===== src/rtl/bias_fetch_controller.sv =====
// Bias fetch controller: host loader writes, streamed in-order bias reads.
// Ports: clk/rst, start/busy/done, load_*, mem_* memory side, bias_* stream.
module bias_fetch_controller #(
  parameter int DATA_WIDTH = 16,
  parameter int ADDR_WIDTH = 7,
  parameter int NUM_UNITS  = 100
) (
  input  logic                  clk,
  input  logic                  rst,
  input  logic                  start,
  output logic                  busy,
  output logic                  done,
  input  logic                  load_valid,
  output logic                  load_ready,
  input  logic [ADDR_WIDTH-1:0] load_addr,
  input  logic [DATA_WIDTH-1:0] load_data,
  output logic                  load_err,
  output logic                  mem_write_enable,
  output logic [ADDR_WIDTH-1:0] mem_write_address,
  output logic [DATA_WIDTH-1:0] mem_write_data,
  output logic                  mem_read_enable,
  output logic [ADDR_WIDTH-1:0] mem_read_address,
  input  logic [DATA_WIDTH-1:0] mem_read_data,
  output logic                  bias_valid,
  input  logic                  bias_ready,
  output logic [DATA_WIDTH-1:0] bias_data,
  output logic [ADDR_WIDTH-1:0] bias_index,
  output logic                  bias_last
);

  // One extra bit so NUM_UNITS == 2^ADDR_WIDTH stays representable.
  localparam int CW = ADDR_WIDTH + 1;
  localparam logic [CW-1:0] LAST = CW'(NUM_UNITS - 1);
  localparam logic [CW-1:0] NU   = CW'(NUM_UNITS);

  typedef enum logic [1:0] {IDLE, FETCH, DRAIN} state_t;

  state_t                state;
  logic [CW-1:0]         rd_cnt;
  logic                  inflight;
  logic [ADDR_WIDTH-1:0] infl_idx;
  logic                  infl_last;

  logic [DATA_WIDTH-1:0] f_data [2];
  logic [ADDR_WIDTH-1:0] f_idx  [2];
  logic                  f_last [2];
  logic                  wr_ptr;
  logic                  rd_ptr;
  logic [1:0]            fifo_count;
  logic [1:0]            next_count;

  logic push, pop, issue, accept, in_range;

  assign push = inflight;
  assign pop  = bias_valid && bias_ready;

  // A read is allowed only if its data will find a free slot;
  // a same-cycle pop frees one.
  assign issue = (state == FETCH) &&
    ((int'(fifo_count) + int'(inflight) - int'(pop)) < 2);

  assign next_count = fifo_count + {1'b0, push} - {1'b0, pop};

  assign mem_read_enable  = issue;
  assign mem_read_address = rd_cnt[ADDR_WIDTH-1:0];

  assign bias_valid = (fifo_count != 2'd0);
  assign bias_data  = f_data[rd_ptr];
  assign bias_index = f_idx[rd_ptr];
  assign bias_last  = f_last[rd_ptr];

  assign busy       = (state != IDLE);
  assign load_ready = (state == IDLE) && !start && !rst;
  assign accept     = load_valid && load_ready;
  assign in_range   = ({1'b0, load_addr} < NU);

  always_ff @(posedge clk) begin
    if (rst) begin
      state             <= IDLE;
      rd_cnt            <= '0;
      inflight          <= 1'b0;
      infl_idx          <= '0;
      infl_last         <= 1'b0;
      wr_ptr            <= 1'b0;
      rd_ptr            <= 1'b0;
      fifo_count        <= 2'd0;
      done              <= 1'b0;
      load_err          <= 1'b0;
      mem_write_enable  <= 1'b0;
      mem_write_address <= '0;
      mem_write_data    <= '0;
      for (int i = 0; i < 2; i++) begin
        f_data[i] <= '0;
        f_idx[i]  <= '0;
        f_last[i] <= 1'b0;
      end
    end else begin
      done              <= 1'b0;
      mem_write_enable  <= accept && in_range;
      mem_write_address <= accept ? load_addr : '0;
      mem_write_data    <= accept ? load_data : '0;
      if (accept && !in_range)
        load_err <= 1'b1;

      inflight <= issue;
      if (issue) begin
        infl_idx  <= rd_cnt[ADDR_WIDTH-1:0];
        infl_last <= (rd_cnt == LAST);
        rd_cnt    <= rd_cnt + 1'b1;
      end

      if (push) begin
        f_data[wr_ptr] <= mem_read_data;
        f_idx[wr_ptr]  <= infl_idx;
        f_last[wr_ptr] <= infl_last;
        wr_ptr         <= ~wr_ptr;
      end
      if (pop)
        rd_ptr <= ~rd_ptr;
      fifo_count <= next_count;

      unique case (state)
        IDLE: begin
          if (start) begin
            state  <= FETCH;
            rd_cnt <= '0;
          end
        end
        FETCH: begin
          if (issue && rd_cnt == LAST)
            state <= DRAIN;
        end
        DRAIN: begin
          if (next_count == 2'd0) begin
            state <= IDLE;
            done  <= 1'b1;
          end
        end
        default: state <= IDLE;
      endcase
    end
  end

endmodule


===== config.mk =====
export PLATFORM = sky130hd
export DESIGN_NAME = bias_fetch_controller
export DESIGN_NICKNAME = d
export VERILOG_FILES = /design/src/rtl/bias_fetch_controller.sv
export SDC_FILE = /design/constraint.sdc
export NUM_CORES = 1
export LEC_CHECK = 0
export BUFFER_PORTS_ARGS = -buffer_cell sky130_fd_sc_hd__clkbuf_2
export CAP_MARGIN = 20
export CORE_MARGIN = 2
export CORE_UTILIZATION = 55
export DETAILED_ROUTE_END_ITERATION = 6
export PLACE_DENSITY_LB_ADDON = 0.1
export SLEW_MARGIN = 20
export SYNTH_ARGS = -nofsm -noshare
export SYNTH_HDL_FRONTEND = slang
export SYNTH_SLANG_ARGS = --single-unit

===== constraint.sdc =====
create_clock -name clk -period 4.84 [get_ports clk]
set_clock_uncertainty 0.2 [all_clocks]
set_input_delay 0.968 -clock clk [delete_from_list [all_inputs] [get_ports clk]]
set_output_delay 0.968 -clock clk [all_outputs]
set_load 0.02 [all_outputs]

======== Yosys cells after proc, flatten, opt, wreduce, memory -nomap -nowiden ========
Memories as Yosys holds them, arrays and structs flattened. A register that Yosys moved wholly into a read port is not among the register bits.
Cells that the tools add are included.
cells by class
  magnitude comparators ................... 2
  reduce and logical (&&, ||, !) cells .... 21
  bitwise logic cells ..................... 4
  equality and inequality tests ........... 6
  add/sub/neg operators ................... 5
  mux-type cells .......................... 28
operators by type and width
  operator                                                               count
  8-bit two-way mux                                                      3
  1-bit two-way mux                                                      19
  16-bit two-way mux                                                     1
  16-bit OR reduction                                                    1
  8-bit by 1-bit adder with 8-bit output, second input constant          1
  8-bit by 7-bit equality test with 1-bit output, second input constant  1
  1-bit logical AND                                                      8
  7-bit < comparator, second input constant                              1
  7-bit two-way mux                                                      1
  7-bit OR reduction                                                     1
  2-bit two-way mux                                                      3
  2-bit one-hot mux with 3 select lines                                  1
  2-bit zero test                                                        2
  4-bit by 3-bit < comparator with 1-bit output, second input constant   1
  2-bit != test, second input constant                                   2
  1-bit inverter                                                         4
  2-bit nonzero test                                                     2
  2-bit OR reduction                                                     2
  3-bit by 1-bit subtractor with 4-bit output                            1
  2-bit by 1-bit adder with 3-bit output                                 1
  1-bit zero test                                                        3
  3-bit AND reduction                                                    1
  2-bit by 1-bit adder with 2-bit output                                 1
  2-bit by 1-bit equality test with 1-bit output, second input constant  1
  4 further kinds                                                        4
storage, ports and cells
  input port bits ......................... 44
  output and inout bits ................... 61
  register bits after elaboration ......... 49
  word-level logic and storage cells ...... 82
  memories kept ........................... 3
  RAM bits ................................ 48
memories
  memory  words  bits a word  rd ports  clocked after Yosys merged registers in  write ports  RTL line  RTL
  f_data  2      16           1         1                                        2            44        logic [DATA_WIDTH-1:0] f_data [2];
  f_idx   2      7            1         1                                        2            45        logic [ADDR_WIDTH-1:0] f_idx [2];
  f_last  2      1            1         1                                        2            46        logic f_last [2];

======== Longest topological paths before layout ========
Gate-level depths: netlist of run 1.
  depth in word-level cells ............... 8
  mapped depth ............................ 11
  mapped depth without buffers ............ 10

======== Least setup slack after synthesis of run 1 ========
OpenSTA, ideal clock, no wires.
  path type ............................... input port to output port
  start ................................... in bias_ready
  end ..................................... out mem_read_enable
  arrival time ............................ 2432 ps
  stages .................................. 9
  data required time ...................... 3672 ps
  path slack .............................. 1240 ps
  path buffers ............................ 1
  cells stage by stage .................... nand2_1 > mux2i_1 > ha_1 > inv_1 > fa_1 > and3b_1 > a22oi_2 > buf_4 > inv_2
on the way
  longest elaborated chain between the ends .. 4
RTL lines
  item                                           RTL line  RTL
  start, declared                                25        input logic bias_ready,
  1-bit logical AND                              55        assign pop = bias_valid && bias_ready;
  3-bit by 1-bit subtractor with 4-bit output    60        ((int'(fifo_count) + int'(inflight) - int'(pop)) < 2);
  4-bit by 3-bit < comparator with 1-bit output  60
  1-bit logical AND                              59        assign issue = (state == FETCH) &&
  end, declared                                  21        output logic mem_read_enable,
Every way passes these cells.

======== Worst setup path after layout of run 1 ========
Ends and elaborated chain as after synthesis.

==> results of run 1 <==
[worst max-delay path, stage by stage]
cell and delay, ps:
clkbuf_2 100, nand2_1 60, mux2i_1 140, ha_1 190, inv_1 50, fa_1 480
and3b_1 200, a22oi_2 180, inv_2 120, clkbuf_2 170
[cell families after synthesis]
family / Yosys count / synth area share
xor+xnor: 4 / 0.00897
flops: 98 / 0.625
simple gates: 130 / 0.195
fa+ha+maj: 5 / 0.0179
mux: 25 / 0.0717
buf+inv: 28 / 0.0359
compound gates: 28 / 0.0448
[path summary, 6_finish.rpt]
path | cells past startpoint | end | slack [ps]
setup / recovery | 10 | mem_read_enable | 1020
setup reg to reg | 10 | rd_cnt[7] | 2030
hold reg to reg | 2 | infl_idx[1] | 260
hold / removal | 2 | infl_idx[1] | 260
[report_power, final]
| group | internal (W) | switching (W) | leakage, nW | total (W) |
|---|---|---|---|---|
| combinational | 0.0000640 | 0.0000951 | 1.07 | 0.000159 |
| clock | 0.000294 | 0.000269 | 0.101 | 0.000563 |
| sequential | 0.000900 | 0.0000126 | 0.907 | 0.000912 |
| total | 0.00126 | 0.000377 | 2.08 | 0.00163 |
[metrics by stage]
step,instance area (um2),util
floorplan,3910,-
global placement,4470,0.654
detailed placement,4470,0.654
CTS,4680,0.685
global route,4690,0.687
finish,4690,0.687
[flip-flops by register name, indices dropped and copies added (netlist names), 2 cells and up, named ones only]
signal	flops
f_data	32
mem_write_data	16
f_idx	14
rd_cnt	8
infl_idx	7
mem_write_address	7
f_last	2
fifo_count	2
state	2
[layer usage]
layer,global-route usage,part of all wire,vias to the layer above
met2,0.295,0.49,72
met1,0.221,0.44,1191
li1,-,-,1294
met4,0.0854,0.019,0
met3,0.0410,0.049,11
met5,0,0,-
[final cells by class]
class	count	area [um2]
Multi-Input combinational cell	192	1330
Clock inverter	4	76.3
Fill cell	551	2140
Clock buffer	12	135
Sequential cell	98	2440
Timing Repair Buffer	109	566
Inverter	5	18.8
Tap cell	96	120
[synthesized netlist by cell type (all sizes together) (4+ instances only)]
master,instances
buf,10
and2,49
mux2,24
edfxtp,48
ha,4
dfxtp,50
a21oi,16
clkbuf,13
inv,5
and3,23
nor2,11
nand2,22
[placed cells by master (no fill, tap or decap), types with 2 or more instances in the layout]
cell type / n
clkbuf_2: 104
dfxtp_1: 50
and2_1: 49
edfxtp_1: 48
mux2_2: 24
and3_1: 23
nand2_1: 22
a21oi_1: 16
nor2_1: 11
clkbuf_8: 9
inv_1: 4
ha_1: 4
buf_4: 4
xnor2_1: 3
nor3b_2: 3
o21ai_0: 3
or3_1: 3
nand3_1: 3
clkbuf_1: 3
a21o_1: 2
or2_2: 2
o31ai_1: 2
or4_1: 2
nor2b_1: 2
nor4b_1: 2
bufinv_16: 2
==> results.sh, run 1 <==
export IMPL_status="complete, no violations"
export IMPL_worst_slack_ps=1020
export IMPL_cts_sinks=98
export IMPL_yosys_warnings=0
export IMPL_synth_edf_count=48
export IMPL_grt_ovfl_total=0
export IMPL_ys_ff_latch=98
export IMPL_synth_top_cells_by_area="edfxtp_1, dfxtp_1, and2_1"
export IMPL_p_leak_nw=2.08
export IMPL_worst_slew_pin_slew_ps=1000
export IMPL_async_flop_share=0
export IMPL_post_drt_wl_per_cell_um=13.5
export IMPL_coreArea_um2=6830
export IMPL_initial_utilization=0.572
export IMPL_post_route_period_util=0.788
export IMPL_path_clk_slew_ps=90
export IMPL_drt_first_pass_iters=4
export IMPL_die_height_um=88.3
export IMPL_hp_class="reg -> reg"
export IMPL_fin_cells=516
export IMPL_seq_area_frac_synth=0.625
export IMPL_gp_congestion=0.807
export IMPL_drtAntennaViolNets=0
export IMPL_cts_hold_fix_buffers=0
export IMPL_cts_setup_buffers=0
export IMPL_power_density_nw_per_um2=348
export IMPL_clockBufferDepth=2
export IMPL_diodes=0
export IMPL_start_kind="primary input"
export IMPL_ir_drop_mv=0.222
export IMPL_rsz0062_at_grt="no"
export IMPL_finalPower_w=0.00163
export IMPL_grtUsageTotal=0.178
export IMPL_setup_viol=0
export IMPL_synth_cells=318
export IMPL_finalHoldViolations=0
export IMPL_row_count=30
export IMPL_finalSetupTns_ps=0
export IMPL_period_minus_slack_ps=3820
export IMPL_clock_latency_ps=350
export IMPL_drv_slew=0
export IMPL_avgSynthCellArea_um2=12.3
export IMPL_fp_dieW_um=88.3
export IMPL_ctsResizeCount=0
export IMPL_tritoncts="yes"
export IMPL_numCtsBuffers=9
export IMPL_ctsRootBufferMaster="clkbuf_8"
export IMPL_fmax_mhz=262
export IMPL_antenna_found_initial=0
export IMPL_drive_gt1_frac=0.367
export IMPL_wirelength_um=6960
export IMPL_synth_cell_types=42
export IMPL_synth_area_um2=3910
export IMPL_hold_start="infl_idx[1]"
export IMPL_die_area_um2=7790
export IMPL_synth_top_area_share=0.369
export IMPL_synthesis_nets=367
export IMPL_grt_start_max_net_pins=26
export IMPL_cp_max_fo=10
export IMPL_htreeDepth=3
export IMPL_maxCapViolations=0
export IMPL_dr_first_iter_drc_count=109
export IMPL_hpwl_um=4680
export IMPL_nNetsFinal=464
export IMPL_holdWs_ps=261
export IMPL_port_buffers=104
export IMPL_startpoint="bias_ready"
export IMPL_io_pins=105
export IMPL_vias=2568
export IMPL_area_growth_pct=20.1
export IMPL_drc=0
export IMPL_max_slew_margin=0.333
export IMPL_grt_pass1_wl_um=10600
export IMPL_worstSetupPathType="in -> out"
export IMPL_post_place_ws_ps=1010
export IMPL_synth_largest_area_cell="edfxtp_1"
export IMPL_cp_arrival_ps=2650
export IMPL_synth_main_ff_cell="dfxtp_1"
export IMPL_reg2reg_from="fifo_count[1]"
export IMPL_place_inst=499
export IMPL_end_kind="primary output"
export IMPL_grt_pass1_vias=2354
export IMPL_required_ps=3670
export IMPL_vias_per_cell=4.98
Note: power is estimated with default switching activity, not from simulation.
==> run 2, diff against run 1 <==
--- a/config.mk
+++ b/config.mk
@@ -8,7 +8,7 @@
 export BUFFER_PORTS_ARGS = -buffer_cell sky130_fd_sc_hd__clkbuf_2
 export CAP_MARGIN = 20
 export CORE_MARGIN = 2
-export CORE_UTILIZATION = 55
+export CORE_UTILIZATION = 52
 export DETAILED_ROUTE_END_ITERATION = 6
 export PLACE_DENSITY_LB_ADDON = 0.1
 export SLEW_MARGIN = 20
==> constraint.sdc (replaced) <==
create_clock -name clk -period 3.7 [get_ports clk]
set_clock_uncertainty 0.2 [all_clocks]
set_input_delay 0.74 -clock clk [delete_from_list [all_inputs] [get_ports clk]]
set_output_delay 0.74 -clock clk [all_outputs]
set_load 0.02 [all_outputs]
==> run 2 against run 1 <==
Compared with the run above: combinational power up 33%; via count grew 0.90%; utilization fell by 4.4 points; global-route usage hardly changed; worst setup slack lost 720 ps; clock power up 8.2%.
==> results.sh, run 2 (same netlist as run 1, synthesis figures left out) <==
export IMPL_clockBufferDepth=2
export IMPL_grt_pass1_wl_um=11500
export IMPL_vias_per_cell=4.97
export IMPL_die_area_um2=8220
export IMPL_setup_viol=0
export IMPL_coreArea_um2=7250
export IMPL_gr_max_usage_layer="met2"
export IMPL_crit_slowest_cell="fa_1"
export IMPL_grt_pass1_vias=2488
export IMPL_worst_slew_pin_slew_ps=583
export IMPL_dr_first_iter_drc_count=94
export IMPL_seqPwrFrac=0.592
export IMPL_diodes=0
export IMPL_grt_util_met3=0.0484
export IMPL_grt_start_max_net_pins=26
export IMPL_grt_ovfl_total=0
export IMPL_cts_sinks=98
export IMPL_ir_drop_mv=0.220
export IMPL_wirelength_um=6960
export IMPL_drtAntennaViolNets=0
export IMPL_required_ps=2760
export IMPL_fp_dieW_um=90.7
export IMPL_tritoncts="yes"
export IMPL_critPathMaxStageDelay_ps=490
export IMPL_final_common_cell="clkbuf_2"
export IMPL_largest_reg_flops=32
export IMPL_largestRegisters="f_data (32), mem_write_data (16), f_idx (14)"
export IMPL_die_height_um=90.7
export IMPL_p_int_w=0.00152
export IMPL_top_register="f_data"
export IMPL_p_leak_nw=2.08
export IMPL_period_minus_slack_ps=3390
export IMPL_power_frac_comb=0.105
export IMPL_drive_gt1_frac=0.374
export IMPL_max_slew_margin=0.611
export IMPL_clock_latency_ps=350
export IMPL_fmax_mhz=295
export IMPL_drv_slew=0
export IMPL_status="complete, no violations"
export IMPL_cts_hold_fix_buffers=0
export IMPL_finalSetupTns_ps=0
export IMPL_nNetsFinal=466
export IMPL_ctsResizeCount=0
export IMPL_htreeDepth=3
export IMPL_cp_max_fo=10
export IMPL_ctsRootBufferMaster="clkbuf_8"
export IMPL_finalHoldViolations=0
export IMPL_area_growth_pct=19.4
export IMPL_grtUsageTotal=0.178
export IMPL_maxCapViolations=0
export IMPL_drt_first_pass_iters=4
export IMPL_rsz0062_at_grt="no"
export IMPL_cp_cell_sequence="clkbuf_2 -> nand2_1 -> mux2i_1 -> ha_1 -> inv_1 -> fa_1 -> and3b_1 -> a22oi_2 -> inv_2 -> clkbuf_2"
export IMPL_start_kind="primary input"
export IMPL_hpwl_um=4660
export IMPL_worstSetupPathType="in -> out"
export IMPL_post_drt_wl_per_cell_um=13.4
export IMPL_port_buffers=104
export IMPL_place_area_um2=4490
export IMPL_hp_class="reg -> reg"
export IMPL_path_clk_slew_ps=90
export IMPL_numCtsBuffers=9
export IMPL_power_switching_w=0.000488
export IMPL_vias=2591
export IMPL_io_pins=105
export IMPL_path_common_cell="clkbuf_2"
export IMPL_clockPowerShare=0.303
export IMPL_gp_congestion=0.807
export IMPL_grt_use_met2=0.305
export IMPL_drc=0
export IMPL_layout_common_cells="clkbuf_2, dfxtp_1, and2_1, edfxtp_1, mux2_2"
export IMPL_row_count=31
export IMPL_end_kind="primary output"
export IMPL_antenna_found_initial=0
export IMPL_initial_utilization=0.539
export IMPL_post_route_period_util=0.917
export IMPL_power_density_nw_per_um2=431
export IMPL_grt_util_met1=0.217
export IMPL_cts_setup_buffers=0
export IMPL_cp_arrival_ps=2450
export IMPL_swShare=0.243
export IMPL_final_cell_area_um2=4660
## run 2: worst max-delay path, delay by kind of cell
kind                       cells  cell delay (ps)
adders and majority gates      2              670
muxes                          1              140
and+or+nand+nor                2              270
AOI/OAI and AO/OA              1              180
buffers and inverters          4              450
## run 2: layout make-up
type	instances	area (um2)
inverter	5	18.8
multi-input combinational	192	1330
tap	99	124
sequential	98	2440
clock buffer	11	141
clock inverter	5	30.0
timing repair buffer	111	573
fill	611	2590
## run 2: worst paths after layout
| check | start | to | slack, ps | cells past startpoint |
|---|---|---|---|---|
| min | infl_idx[4] | infl_idx[4] | 260 | 2 |
| max | bias_ready | mem_read_enable | 310 | 10 |
| max reg2reg | fifo_count[1] | rd_cnt[7] | 810 | 10 |
| min reg2reg | infl_idx[4] | infl_idx[4] | 260 | 2 |
## run 2: through the flow
stage | util | hold slack (ps) | instances | total power [W] | worst slack, ps
after floorplan | - | 236 | 318 | 0.00135 | 556
after global placement | 0.619 | 246 | 505 | 0.00143 | 356
after detailed placement | 0.619 | 251 | 505 | 0.00143 | 283
after CTS | 0.643 | 264 | 521 | 0.00203 | 267
after global routing | 0.643 | 297 | 521 | 0.00210 | 140
final | 0.643 | 259 | 521 | 0.00201 | 306
## run 2: routing by layer
layer	vias to the layer above	part of all wire
met5	-	0
met4	0	0.0088
met3	5	0.053
met2	69	0.52
met1	1218	0.42
li1	1299	-
## run 2: power groups by stage
| stage | Clock, W | Sequential, W | Combinational [W] |
|---|---|---|---|
| 6_report | 0.000609 | 0.00119 | 0.000211 |
| 5_1_grt | 0.000674 | 0.00120 | 0.000231 |
| 4_1_cts | 0.000625 | 0.00119 | 0.000215 |
| 3_5_place_dp | 0 | 0.00122 | 0.000213 |
| 3_3_place_gp | 0 | 0.00121 | 0.000211 |
| 2_1_floorplan | 0 | 0.00122 | 0.000131 |
